===== config.mk =====
export PLATFORM = sky130hd
export DESIGN_NAME = bfs_spill_ctrl
export DESIGN_NICKNAME = d
export VERILOG_FILES = /design/src/rtl/bfs_spill_ctrl_pkg.sv /design/src/rtl/bfs_spill_ctrl_beat_buf.sv /design/src/rtl/bfs_spill_ctrl.sv
export SDC_FILE = /design/constraint.sdc
export NUM_CORES = 1
export LEC_CHECK = 0
export ABC_AREA = 1
export CAP_MARGIN = 10
export CORE_UTILIZATION = 50
export CTS_BUF_LIST = sky130_fd_sc_hd__clkbuf_4 sky130_fd_sc_hd__clkbuf_8
export DETAILED_ROUTE_END_ITERATION = 7
export PLACE_DENSITY_LB_ADDON = 0.2
export SYNTH_ARGS = -nofsm -noshare
export SYNTH_HDL_FRONTEND = slang
export SYNTH_HIERARCHICAL = 1
export SYNTH_SLANG_ARGS = --single-unit

===== constraint.sdc =====
create_clock -name clk -period 4.8 [get_ports clk]
set_clock_uncertainty 0.05 [all_clocks]
set_input_delay 1.2 -clock clk [delete_from_list [all_inputs] [get_ports clk]]
set_output_delay 1.2 -clock clk [all_outputs]
set_load 0.02 [all_outputs]

===== src/rtl/bfs_spill_ctrl_pkg.sv =====
// Shared bus opcodes, burst geometry and helpers for the BFS spill ring.
// Opcodes follow the memory bus command encoding used by the queue.
package bfs_spill_ctrl_pkg;

    localparam logic [1:0] OP_WR = 2'b01;
    localparam logic [1:0] OP_RD = 2'b10;

    localparam int SPILL_BEATS = 8;
    localparam logic [63:0] SPILL_SENTINEL = 64'hFFFF_FFFF_FFFF_FFFF;

    typedef logic [2:0] beat_t;

    localparam beat_t LAST_BEAT = beat_t'(SPILL_BEATS - 1);

    // Byte address of one beat inside a 64-byte ring block; wraps at 32 bits.
    function automatic logic [31:0] spill_addr(
        input logic [31:0] base,
        input logic [31:0] blk,
        input beat_t       beat
    );
        return base + (blk << 6) + (32'(beat) << 3);
    endfunction

endpackage


===== src/rtl/bfs_spill_ctrl_beat_buf.sv =====
// 8x64 beat register file shared by the spill and restore phases.
// Preset fills every entry with the nil-node sentinel in one cycle.
module spill_beat_buf
    import bfs_spill_ctrl_pkg::*;
(
    input  logic        clk,
    input  logic        rst,
    input  logic        we,
    input  beat_t       waddr,
    input  logic [63:0] wdata,
    input  logic        preset,
    input  beat_t       raddr,
    output logic [63:0] rdata
);

    logic [63:0] mem_q [SPILL_BEATS];
    logic [63:0] mem_d [SPILL_BEATS];

    always_comb begin
        mem_d = mem_q;
        if (preset) begin
            for (int i = 0; i < SPILL_BEATS; i++) begin
                mem_d[i] = SPILL_SENTINEL;
            end
        end else if (we) begin
            mem_d[waddr] = wdata;
        end
    end

    always_ff @(posedge clk) begin
        if (rst) begin
            for (int i = 0; i < SPILL_BEATS; i++) begin
                mem_q[i] <= '0;
            end
        end else begin
            mem_q <= mem_d;
        end
    end

    assign rdata = mem_q[raddr];

endmodule


===== src/rtl/bfs_spill_ctrl.sv =====
// Memory-side responder for BFS queue spill/restore: buffers 8-beat
// bursts and moves them to/from a circular block ring in memory.
module bfs_spill_ctrl
    import bfs_spill_ctrl_pkg::*;
#(
    parameter logic [31:0] SPILL_BASE   = 32'h8000_0000,
    parameter int          SPILL_BLOCKS = 256
) (
    input  logic        clk,
    input  logic        bfs_rst,
    input  logic        spill_req,
    input  logic        spill_op,
    input  logic [63:0] spill_data,
    input  logic        spill_done,
    output logic        dc_ready,
    output logic        dc_valid,
    output logic [1:0]  dc_op,
    output logic [63:0] dc_rdata,
    output logic        dc_rbuf_empty,
    output logic        spill_empty,
    output logic        spill_err,
    output logic        mem_req_valid,
    input  logic        mem_req_ready,
    output logic [1:0]  mem_req_op,
    output logic [31:0] mem_req_addr,
    output logic [63:0] mem_req_wdata,
    input  logic        mem_resp_valid,
    input  logic [63:0] mem_resp_data
);

    localparam int PW = $clog2(SPILL_BLOCKS);
    localparam int CW = PW + 1;
    localparam logic [CW-1:0] FULL = CW'(SPILL_BLOCKS);

    typedef enum logic [2:0] {
        IDLE,
        SP_FILL,
        SP_DRAIN,
        RS_ACK,
        RS_READ,
        RS_SEND
    } state_t;

    state_t        state_q, state_d;
    logic [PW-1:0] head_q, head_d;
    logic [PW-1:0] tail_q, tail_d;
    logic [CW-1:0] count_q, count_d;
    beat_t         beat_q, beat_d;
    logic [3:0]    issue_q, issue_d;
    beat_t         rsp_q, rsp_d;
    logic          err_q, err_d;
    logic          empty_q, empty_d;

    logic          buf_we;
    beat_t         buf_waddr;
    logic [63:0]   buf_wdata;
    logic          buf_preset;
    logic [63:0]   buf_rdata;
    logic          rd_issue;

    spill_beat_buf u_buf (
        .clk    (clk),
        .rst    (bfs_rst),
        .we     (buf_we),
        .waddr  (buf_waddr),
        .wdata  (buf_wdata),
        .preset (buf_preset),
        .raddr  (beat_q),
        .rdata  (buf_rdata)
    );

    always_comb begin
        state_d       = state_q;
        head_d        = head_q;
        tail_d        = tail_q;
        count_d       = count_q;
        beat_d        = beat_q;
        issue_d       = issue_q;
        rsp_d         = rsp_q;
        err_d         = err_q;
        buf_we        = 1'b0;
        buf_waddr     = beat_q;
        buf_wdata     = spill_data;
        buf_preset    = 1'b0;
        rd_issue      = 1'b0;
        dc_ready      = 1'b0;
        dc_valid      = 1'b0;
        dc_op         = 2'b00;
        dc_rdata      = '0;
        mem_req_valid = 1'b0;
        mem_req_op    = 2'b00;
        mem_req_addr  = '0;
        mem_req_wdata = '0;

        unique case (state_q)
            IDLE: begin
                beat_d  = '0;
                issue_d = '0;
                rsp_d   = '0;
                if (spill_req && !spill_op && count_q < FULL) begin
                    state_d = SP_FILL;
                end else if (spill_req && spill_op) begin
                    state_d = RS_ACK;
                end
            end
            SP_FILL: begin
                dc_ready = 1'b1;
                buf_we   = 1'b1;
                beat_d   = beat_q + 1'b1;
                // Done must mark beat 7 exactly; a dropped request is also a fault.
                if (spill_done != (beat_q == LAST_BEAT) || !spill_req) begin
                    err_d = 1'b1;
                end
                if (beat_q == LAST_BEAT) begin
                    state_d = SP_DRAIN;
                end
            end
            SP_DRAIN: begin
                mem_req_valid = 1'b1;
                mem_req_op    = OP_WR;
                mem_req_addr  = spill_addr(SPILL_BASE, 32'(tail_q), beat_q);
                mem_req_wdata = buf_rdata;
                if (mem_req_ready) begin
                    beat_d = beat_q + 1'b1;
                    if (beat_q == LAST_BEAT) begin
                        tail_d  = tail_q + 1'b1;
                        count_d = (count_q < FULL) ? count_q + 1'b1 : count_q;
                        state_d = IDLE;
                    end
                end
            end
            RS_ACK: begin
                dc_ready = 1'b1;
                if (count_q != '0) begin
                    state_d = RS_READ;
                end else begin
                    buf_preset = 1'b1;
                    state_d    = RS_SEND;
                end
            end
            RS_READ: begin
                rd_issue = !issue_q[3];
                if (rd_issue) begin
                    mem_req_valid = 1'b1;
                    mem_req_op    = OP_RD;
                    mem_req_addr  = spill_addr(SPILL_BASE, 32'(head_q),
                                               issue_q[2:0]);
                    if (mem_req_ready) begin
                        issue_d = issue_q + 1'b1;
                    end
                end
                if (mem_resp_valid) begin
                    buf_we    = 1'b1;
                    buf_waddr = rsp_q;
                    buf_wdata = mem_resp_data;
                    rsp_d     = rsp_q + 1'b1;
                    if (rsp_q == LAST_BEAT) begin
                        head_d  = head_q + 1'b1;
                        count_d = count_q - 1'b1;
                        state_d = RS_SEND;
                    end
                end
            end
            RS_SEND: begin
                dc_valid = 1'b1;
                dc_op    = OP_RD;
                dc_rdata = buf_rdata;
                beat_d   = beat_q + 1'b1;
                if (beat_q == LAST_BEAT) begin
                    state_d = IDLE;
                end
            end
            default: begin
                state_d = IDLE;
            end
        endcase

        empty_d = (count_d == '0);
    end

    always_ff @(posedge clk) begin
        if (bfs_rst) begin
            state_q <= IDLE;
            head_q  <= '0;
            tail_q  <= '0;
            count_q <= '0;
            beat_q  <= '0;
            issue_q <= '0;
            rsp_q   <= '0;
            err_q   <= 1'b0;
            empty_q <= 1'b1;
        end else begin
            state_q <= state_d;
            head_q  <= head_d;
            tail_q  <= tail_d;
            count_q <= count_d;
            beat_q  <= beat_d;
            issue_q <= issue_d;
            rsp_q   <= rsp_d;
            err_q   <= err_d;
            empty_q <= empty_d;
        end
    end

    assign dc_rbuf_empty = !(state_q == RS_READ || state_q == RS_SEND);
    assign spill_empty   = empty_q;
    assign spill_err     = err_q;

endmodule


# Yosys cells after proc, flatten, opt, wreduce, memory -nomap -nowiden
# Index checks and enable logic that the tools add are counted.
dict set report word_totals {
  in_bits 135
  word_cells 123
  ff_bits 552
  out_inout_bits 170
}
dict set report op_classes {
  reduce_logical 24
  order_cmp 4
  add_sub_neg 11
  n_eq_ne 15
  n_bitwise 2
  mux 49
}
# cell count
set op_table {}
lappend op_table {{two-way mux 512 bit} 2}
lappend op_table {{bitwise mux 512 bit} 1}
lappend op_table {{two-way mux 64 bit} 7}
lappend op_table {{binary-select mux 64 bit (select 3 bit)} 1}
lappend op_table {{demux 64 bit (select 3 bit)} 1}
lappend op_table {{adder 32 x 14 -> 32 bit (first input constant)} 2}
lappend op_table {{adder 32 x 6 -> 32 bit} 2}
lappend op_table {{case mux 32 bit (2 select lines)} 1}
lappend op_table {{two-way mux 9 bit} 5}
lappend op_table {{two-way mux 3 bit} 11}
lappend op_table {{two-way mux 32 bit} 1}
lappend op_table {{case mux 3 bit (6 select lines)} 1}
lappend op_table {{case mux 9 bit (2 select lines)} 1}
lappend op_table {{adder 8 x 1 -> 8 bit (second input constant)} 2}
lappend op_table {{equality test 3 bit (second input constant)} 4}
lappend op_table {{!= test 2 bit (second input constant)} 6}
lappend op_table {{adder 9 x 1 -> 9 bit (second input constant)} 1}
lappend op_table {{zero test 9 bit} 1}
lappend op_table {{less-than comparator 9 bit (second input constant)} 1}
lappend op_table {{case mux 3 bit (3 select lines)} 1}
lappend op_table {{AND reduction 3 bit} 3}
lappend op_table {{nonzero test 9 bit} 1}
lappend op_table {{subtractor 9 x 1 -> 9 bit (second input constant)} 1}
lappend op_table {{greater-or-equal comparator 4 bit (second input constant)} 2}
lappend op_table {{other kinds (24)} 46}

# Longest topological paths before layout
# Gate-level depths: netlist (run 1).
dict set report logic_depth {
  depth_word 10
  ltp_mapped 16
  ltp_nobuf 14
}

# By module
# Netlist (run 1), hierarchy kept.
# module seq_area_each_um2 cells_each n_inst area_each_um2
set modules_own_cells {}
lappend modules_own_cells {spill_beat_buf 10249.8 3587 1 23257.3}
lappend modules_own_cells {bfs_spill_ctrl 800.8 820 1 4235.3}

# Worst setup path before layout (run 1)
# OpenSTA, ideal clock, no wires.
dict set report synth_path {
  path_kind {register -> output}
  startpoint {register state_q[0]}
  endpoint {output dc_rdata[13]}
  setup_slack_ns 1.835
  n_path_buf 2
  path_stages_with_launch 9
  arrival_ns 1.715
  required_time_ns 3.550
  path_cell_list {dfxtp_1 > inv_1 > nor2_2 > inv_1 > nor2_1 > inv_2 > buf_2 > buf_2 > nor2_1}
}
dict set report synth_via {
  elab_chain_cells 2
}
# element line
set synth_lines {}
lappend synth_lines {{start, declared} bfs_spill_ctrl.sv:44} ;# state_t state_q, state_d;
lappend synth_lines {{start signal, assigned} bfs_spill_ctrl.sv:193} ;# state_q <= state_d;
lappend synth_lines {{equality test 3 bit} bfs_spill_ctrl.sv:95} ;# unique case (state_q)
lappend synth_lines {{two-way mux 64 bit} bfs_spill_ctrl.sv:95}
lappend synth_lines {{end, declared} bfs_spill_ctrl.sv:18} ;# output logic [63:0] dc_rdata,
# No other way between the ends.

# Final worst setup path (run 1)
dict set report layout_path {
  startpoint {register beat_q[0]}
  endpoint {output mem_req_wdata[32]}
}
dict set report layout_via {
  elab_chain_cells 5
}
# element line
set layout_lines {}
lappend layout_lines {{start, declared} bfs_spill_ctrl.sv:48} ;# beat_t beat_q, beat_d;
lappend layout_lines {{start signal, assigned} bfs_spill_ctrl.sv:197} ;# beat_q <= beat_d;
lappend layout_lines {{NOT 3 -> 4 bit (implied by the code)} bfs_spill_ctrl_beat_buf.sv:40} ;# assign rdata = mem_q[raddr];
lappend layout_lines {{binary-select mux 64 bit (select 3 bit)} bfs_spill_ctrl_beat_buf.sv:40}
lappend layout_lines {{two-way mux 64 bit (implied by the code) (2 in series)} bfs_spill_ctrl_beat_buf.sv:40}
lappend layout_lines {{via buf_rdata[32]} bfs_spill_ctrl.sv:58} ;# logic [63:0] buf_rdata;
lappend layout_lines {{two-way mux 64 bit} bfs_spill_ctrl.sv:95}
lappend layout_lines {{end, declared} bfs_spill_ctrl.sv:26} ;# output logic [63:0] mem_req_wdata,
# The timed path passes the listed nets, and every way through them passes these cells. The select of a mux whose other input is x is not followed.

==> flow_summary.json, run 1 <==
{
  "layout-drive-gt1-share": 0.0735,
  "synth.area.top_cells": "dfxtp_1 40%, nor2_1 15%, nand2_1 15%",
  "leakagePower_nw": 13.1,
  "ir_worst_vdd_mv": 0.379,
  "grt_util_all_layers": 0.305,
  "multi_input_area_mm2": 0.0142,
  "io-pin-count": 305,
  "final_max_slew_viol_count": 0,
  "min_period_ns": 4.64,
  "yosysMostFrequentCell": "nor2_1",
  "wire_per_inst_um": 16.7,
  "synth_top_area_frac": 0.402,
  "hold_viol": 0,
  "p_switching_mw": 6.92,
  "cap_violations": 0,
  "synth_edf_count": 0,
  "coreArea_mm2": 0.0540,
  "max_freq_mhz": 216,
  "worstPathRequired_ns": 3.55,
  "root_buffer": "clkbuf_8",
  "ys_seq_elements": 552,
  "combPwrFrac": 0.387,
  "seq_area_frac_synth": 0.402,
  "cts_sinks": 552,
  "synthFlopType": "dfxtp_1",
  "areaGrowthSynthToFinish_pct": 16.5,
  "worst_pin_slew_ns": 1.11,
  "synth_top_area_cell": "dfxtp_1",
  "netlist_instances": 4407,
  "antenna_found_initial": 2,
  "dr.pass1.iters": 6,
  "die_y_um": 236,
  "place_congestion": 0.839,
  "viasPerCell": 5.34,
  "p_sw_frac": 0.406,
  "path_cells": "buf_16 -> o21ai_0 -> o21ai_0 -> nand2_1 -> nand2_1 -> inv_1 -> nor2_1 -> clkdlybuf4s50_1",
  "yosys-top-cells-count": "1122 x nor2_1, 1109 x nand2_1, 659 x o21ai_0",
  "post_cts_buffers": 0,
  "period_share": 0.966,
  "rows": 85,
  "port_buffers": 283,
  "setup_viol": 0,
  "nNetsFinal": 4604,
  "max_slew_margin": 0.261,
  "htree_levels": 3,
  "report.power.total_mw": 17.0,
  "ys_async_sr_fraction": 0,
  "die_area_mm2": 0.0559,
  "drt-total-wl_um": 87200,
  "route.detailed.drc": 0,
  "outcome": "completed",
  "overflow": 0,
  "cts_buffers": 90,
  "cp-end-kind": "primary output",
  "netlist-cell-type-count": 37,
  "power.density_mw_per_mm2": 532,
  "clockPowerShare": 0.250,
  "crit_type": "reg2out",
  "clkSlewWorstSetupHoldPaths_ns": 0.06,
  "grt_max_degree": 175,
  "dp_hpwl_um": 47200,
  "cpPeakStageDelay_ns": 0.62,
  "drt_first_iter_violations": 2452,
  "dr_total_vias": 27900,
  "syn_area_mm2": 0.0275,
  "seqCellArea_mm2": 0.0111,
  "pwr-share-seq": 0.363,
  "crit_path_start_kind": "register",
  "p_int_mw": 10.1,
  "path_max_fanout": 160,
  "die_w_um": 236,
  "ant_nets": 0,
  "grt_first_pass_wirelength_um": 138000,
  "start_util": 0.509,
  "arrival_ns": 3.39,
  "yosysWarnings": 6,
  "rsz0062_at_grt": "false",
  "fillers": 5425,
  "grt_pass1_vias": 25600,
  "clock_latency_ns": 0.66,
  "fin_tns_setup_ns": 0,
  "cts_tree": "done",
  "syn_area_per_cell_um2": 6.24,
  "clockBufferDepth": 3,
  "hold_class": "reg2reg",
  "critPathSlowestCell": "clkdlybuf4s50_1"
}
==> layer usage <==
metal,vias to the layer above,global-route usage,routed length [um],share of wire
li1,13900,-,-,-
met1,12800,0.403,37600,0.43
met2,1028,0.513,40900,0.47
met3,125,0.0502,7180,0.082
met4,0,0.0823,1550,0.018
met5,-,0,0,0
==> kinds of logic after synthesis <==
logic type / share of synthesized area
other: 0.000136
flip-flops: 0.402
adder cells (fa/ha/maj): 0.00455
AO/OA/AOI/OAI: 0.153
AND/OR/NAND/NOR: 0.354
XOR/XNOR: 0.00127
buffers and inverters: 0.0853
==> area by class of cell <==
class,count,share of cell area
antenna,1,0.0000781
clock inverter,9,0.00160
clock buffer,153,0.0572
multi-input combinational,3335,0.444
inverter,142,0.0175
timing repair buffer,338,0.107
sequential,552,0.345
tap,696,0.0272
==> timing repair <==
action                     CTS  global route
gates resized for setup      0             2
hold buffers                 0             0
setup endpoints to repair    0             6
==> worst max-delay path: cells and delay by family (launching register included) <==
kind	cells	cell delay (ns)
AO/OA/AOI/OAI	2	0.45
buffers and inverters	3	1.18
flip-flops	1	0.59
AND/OR/NAND/NOR	3	0.30
==> registers in the layout (all words and copies together) (netlist names) <==
| name | flops |
|---|---|
| u_buf/mem_q | 512 |
| count_q | 9 |
| head_q | 8 |
| tail_q | 8 |
| issue_q | 4 |
| beat_q | 3 |
| rsp_q | 3 |
| state_q | 3 |
| spill_empty | 1 |
| spill_err | 1 |
==> through the flow <==
| step | hold WS [ns] | instance area [um2] | instances | worst slack, ns | util |
|---|---|---|---|---|---|
| 6_report | 0.424 | 32000 | 5226 | 0.164 | 0.593 |
| 5_1_grt | 0.441 | 32000 | 5226 | 0.0212 | 0.593 |
| 4_1_cts | 0.428 | 32000 | 5225 | 0.176 | 0.593 |
| 3_5_place_dp | 0.414 | 30100 | 5063 | 0.877 | 0.558 |
| 3_3_place_gp | 0.406 | 30100 | 5063 | 0.910 | 0.558 |
| 2_1_floorplan | 0.395 | 27600 | 4427 | 1.84 | - |
==> worst paths after layout <==
path | start | endpoint | slack, ns | cells past startpoint
worst min register to register | u_buf/mem_q[241]$_SDFFE_PP0P_ | u_buf/mem_q[241]$_SDFFE_PP0P_ | 0.42 | 2
worst min-delay path | u_buf/mem_q[241]$_SDFFE_PP0P_ | u_buf/mem_q[241]$_SDFFE_PP0P_ | 0.42 | 2
worst max-delay path | beat_q[0]$_SDFFE_PP0P_ | mem_req_wdata[32] | 0.16 | 8
worst max register to register | beat_q[2]$_SDFFE_PP0P_ | u_buf/mem_q[394]$_SDFFE_PP0P_ | 1.30 | 8
==> power by group through the flow <==
stage               sequential [mW]  clock [mW]  combinational (mW)
floorplan                      6.13           0                4.58
finish                         6.18        4.26                6.59
CTS                            6.17        4.32                6.51
detailed placement             6.27           0                6.49
global placement               6.23           0                6.42
global route                   6.30        4.54                7.31
==> cells in the final DEF, fill, tap and decap left out, types with 2 or more instances in the layout <==
cell type	n
conb_1	21
buf_4	42
nand2_2	11
o22ai_1	8
inv_4	2
inv_1	127
or2_2	64
nor2_2	6
inv_2	9
clkinv_2	8
a21oi_1	123
buf_12	13
nor2_4	3
nand3_1	130
a31oi_1	3
nand2_1	1097
clkdlybuf4s50_1	282
dfxtp_1	549
nor2_1	1122
xor2_1	4
nand2_4	9
clkbuf_4	44
nand4_1	9
nor3_1	14
o21ai_1	31
a211oi_1	3
clkbuf_8	109
dfxtp_4	3
ha_1	10
o21ai_0	659
No activity file was read; power rests on OpenSTA's default activity.
==> run 2: changes to the inputs <==
--- a/config.mk
+++ b/config.mk
@@ -10,7 +10,7 @@
 export CORE_UTILIZATION = 50
 export CTS_BUF_LIST = sky130_fd_sc_hd__clkbuf_4 sky130_fd_sc_hd__clkbuf_8
 export DETAILED_ROUTE_END_ITERATION = 7
-export PLACE_DENSITY_LB_ADDON = 0.2
+export PLACE_DENSITY = 0.78
 export SYNTH_ARGS = -nofsm -noshare
 export SYNTH_HDL_FRONTEND = slang
 export SYNTH_HIERARCHICAL = 1
==> flow_summary.json, run 2 (synthesis results as in run 1) <==
{
  "outcome": "completed",
  "pwr-share-seq": 0.359,
  "hold_viol": 0,
  "critPathSlowestCell": "clkdlybuf4s50_1",
  "path_cells": "buf_12 -> buf_4 -> nand2_1 -> nand2_1 -> nand2_1 -> o21ai_1 -> nand2_1 -> nand2_1 -> inv_1 -> nor2_1 -> clkdlybuf4s50_1",
  "cts_tree": "done",
  "rrSetupSlack_ns": 1.33,
  "whs_ns": 0.422,
  "ir_worst_vdd_mv": 0.376,
  "path_max_fanout": 100,
  "clockBufferDepth": 3,
  "cap_violations": 0,
  "io-pin-count": 305,
  "post_cts_buffers": 0,
  "max_slew_margin": 0.282,
  "p_switching_mw": 6.99,
  "dpl-instance-area_mm2": 0.0301,
  "setup_viol": 0,
  "start_util": 0.509,
  "cp_num_buf_inv": 4,
  "nNetsFinal": 4604,
  "drt_first_iter_violations": 2747,
  "leakagePower_nw": 13.2,
  "htree_levels": 3,
  "cts_buffers": 91,
  "dr_total_vias": 28100,
  "period_share": 0.949,
  "grt_max_degree": 154,
  "clockPowerShare": 0.259,
  "reg_top3": "u_buf/mem_q (512), count_q (9)",
  "root_buffer": "clkbuf_8",
  "port_buffers": 283,
  "hold_class": "reg2reg",
  "report.power.total_mw": 17.2,
  "p_int_mw": 10.2,
  "wire_per_inst_um": 16.4,
  "cp-end-kind": "primary output",
  "cpPeakStageDelay_ns": 0.63,
  "grt_first_pass_wirelength_um": 136000,
  "combPwrFrac": 0.382,
  "clock_latency_ns": 0.68,
  "max_freq_mhz": 220,
  "fin_tns_setup_ns": 0,
  "min_period_ns": 4.56,
  "rows": 85,
  "cts_sinks": 552,
  "power.density_mw_per_mm2": 537,
  "crit_top_cell": "nand2_1",
  "die_w_um": 236,
  "crit_path_start_kind": "register",
  "route.detailed.drc": 0,
  "arrival_ns": 3.31,
  "layout-drive-gt1-share": 0.0731,
  "dr.pass1.iters": 6,
  "p_sw_frac": 0.406,
  "cp_top_family": "buffers and inverters",
  "crit_type": "reg2out",
  "die_y_um": 236,
  "ant_nets": 0,
  "rsz0062_at_grt": "false",
  "grt_util_all_layers": 0.298,
  "dp_hpwl_um": 47800,
  "final_cell_mix": "1122 x nor2_1, 1097 x nand2_1, 659 x o21ai_0, 549 x dfxtp_1, 282 x clkdlybuf4s50_1",
  "viasPerCell": 5.38,
  "mostFrequentLayoutCell": "nor2_1",
  "areaGrowthSynthToFinish_pct": 16.7,
  "coreArea_mm2": 0.0540,
  "worst_pin_slew_ns": 1.08,
  "overflow": 0,
  "fillers": 5218,
  "grt_pass1_vias": 25500,
  "dpl_worst_slack_ns": 0.595,
  "fin_ws_ns": 0.245,
  "worstPathRequired_ns": 3.55,
  "die_area_mm2": 0.0559,
  "top_register": "u_buf/mem_q",
  "antenna_found_initial": 0,
  "place_congestion": 0.849,
  "largest_register_ffs": 512,
  "clkSlewWorstSetupHoldPaths_ns": 0.07,
  "final_max_slew_viol_count": 0,
  "stdcell_area_mm2": 0.0321,
  "drt-total-wl_um": 85600
}
==> run 2: worst paths after layout <==
path	start	endpoint	depth (start not counted)
hold reg to reg	tail_q[7]$_SDFFE_PP0P_	tail_q[7]$_SDFFE_PP0P_	2
hold / removal	tail_q[7]$_SDFFE_PP0P_	tail_q[7]$_SDFFE_PP0P_	2
setup / recovery	beat_q[0]$_SDFFE_PP0P_	mem_req_wdata[55]	11
setup reg to reg	state_q[1]$_SDFFE_PP0P_	u_buf/mem_q[47]$_SDFFE_PP0P_	14
==> run 2: routing by layer <==
metal | share of wire | vias up | wire length, um | GRT usage
met3 | 0.088 | 165 | 7540 | 0.0500
met4 | 0.029 | 0 | 2490 | 0.112
met1 | 0.42 | 12800 | 36300 | 0.395
met2 | 0.46 | 1197 | 39200 | 0.485
met5 | 0 | - | 0 | 0
li1 | - | 13900 | - | -
==> run 2: repair_timing <==
action	4_1_cts	5_1_grt
endpoints found under the setup margin	0	4
hold buffers	0	0
resized for setup	0	1
==> run 2: per-stage QoR <==
stage	instances	utilization
floorplan	4427	-
global placement	5062	0.557
detailed placement	5062	0.557
CTS	5223	0.594
global route	5223	0.594
finish	5224	0.594
==> run 2: power by group through the flow <==
stage	clock network (mW)	logic [mW]	registers, mW
detailed placement	0	6.45	6.27
global route	4.71	7.28	6.32
global placement	0	6.36	6.24
floorplan	0	4.58	6.13
finish	4.46	6.58	6.19
CTS	4.48	6.48	6.18
==> run 2: tightest hold or removal path, stage by stage (launching register included) <==
cell	delay, ns
dfxtp_1	0.31
nand2_1	0.06
a21oi_1	0.05
==> run 2: area by class of cell <==
class / count / area, um2 / share of cell area
Multi-Input combinational cell: 3335 / 14200 / 0.443
Sequential cell: 552 / 11100 / 0.345
Timing Repair Buffer: 337 / 3410 / 0.106
Clock buffer: 147 / 1820 / 0.0566
Tap cell: 696 / 871 / 0.0272
Inverter: 142 / 554 / 0.0173
Clock inverter: 14 / 154 / 0.00480
Antenna cell: 1 / 2.50 / 0.0000780
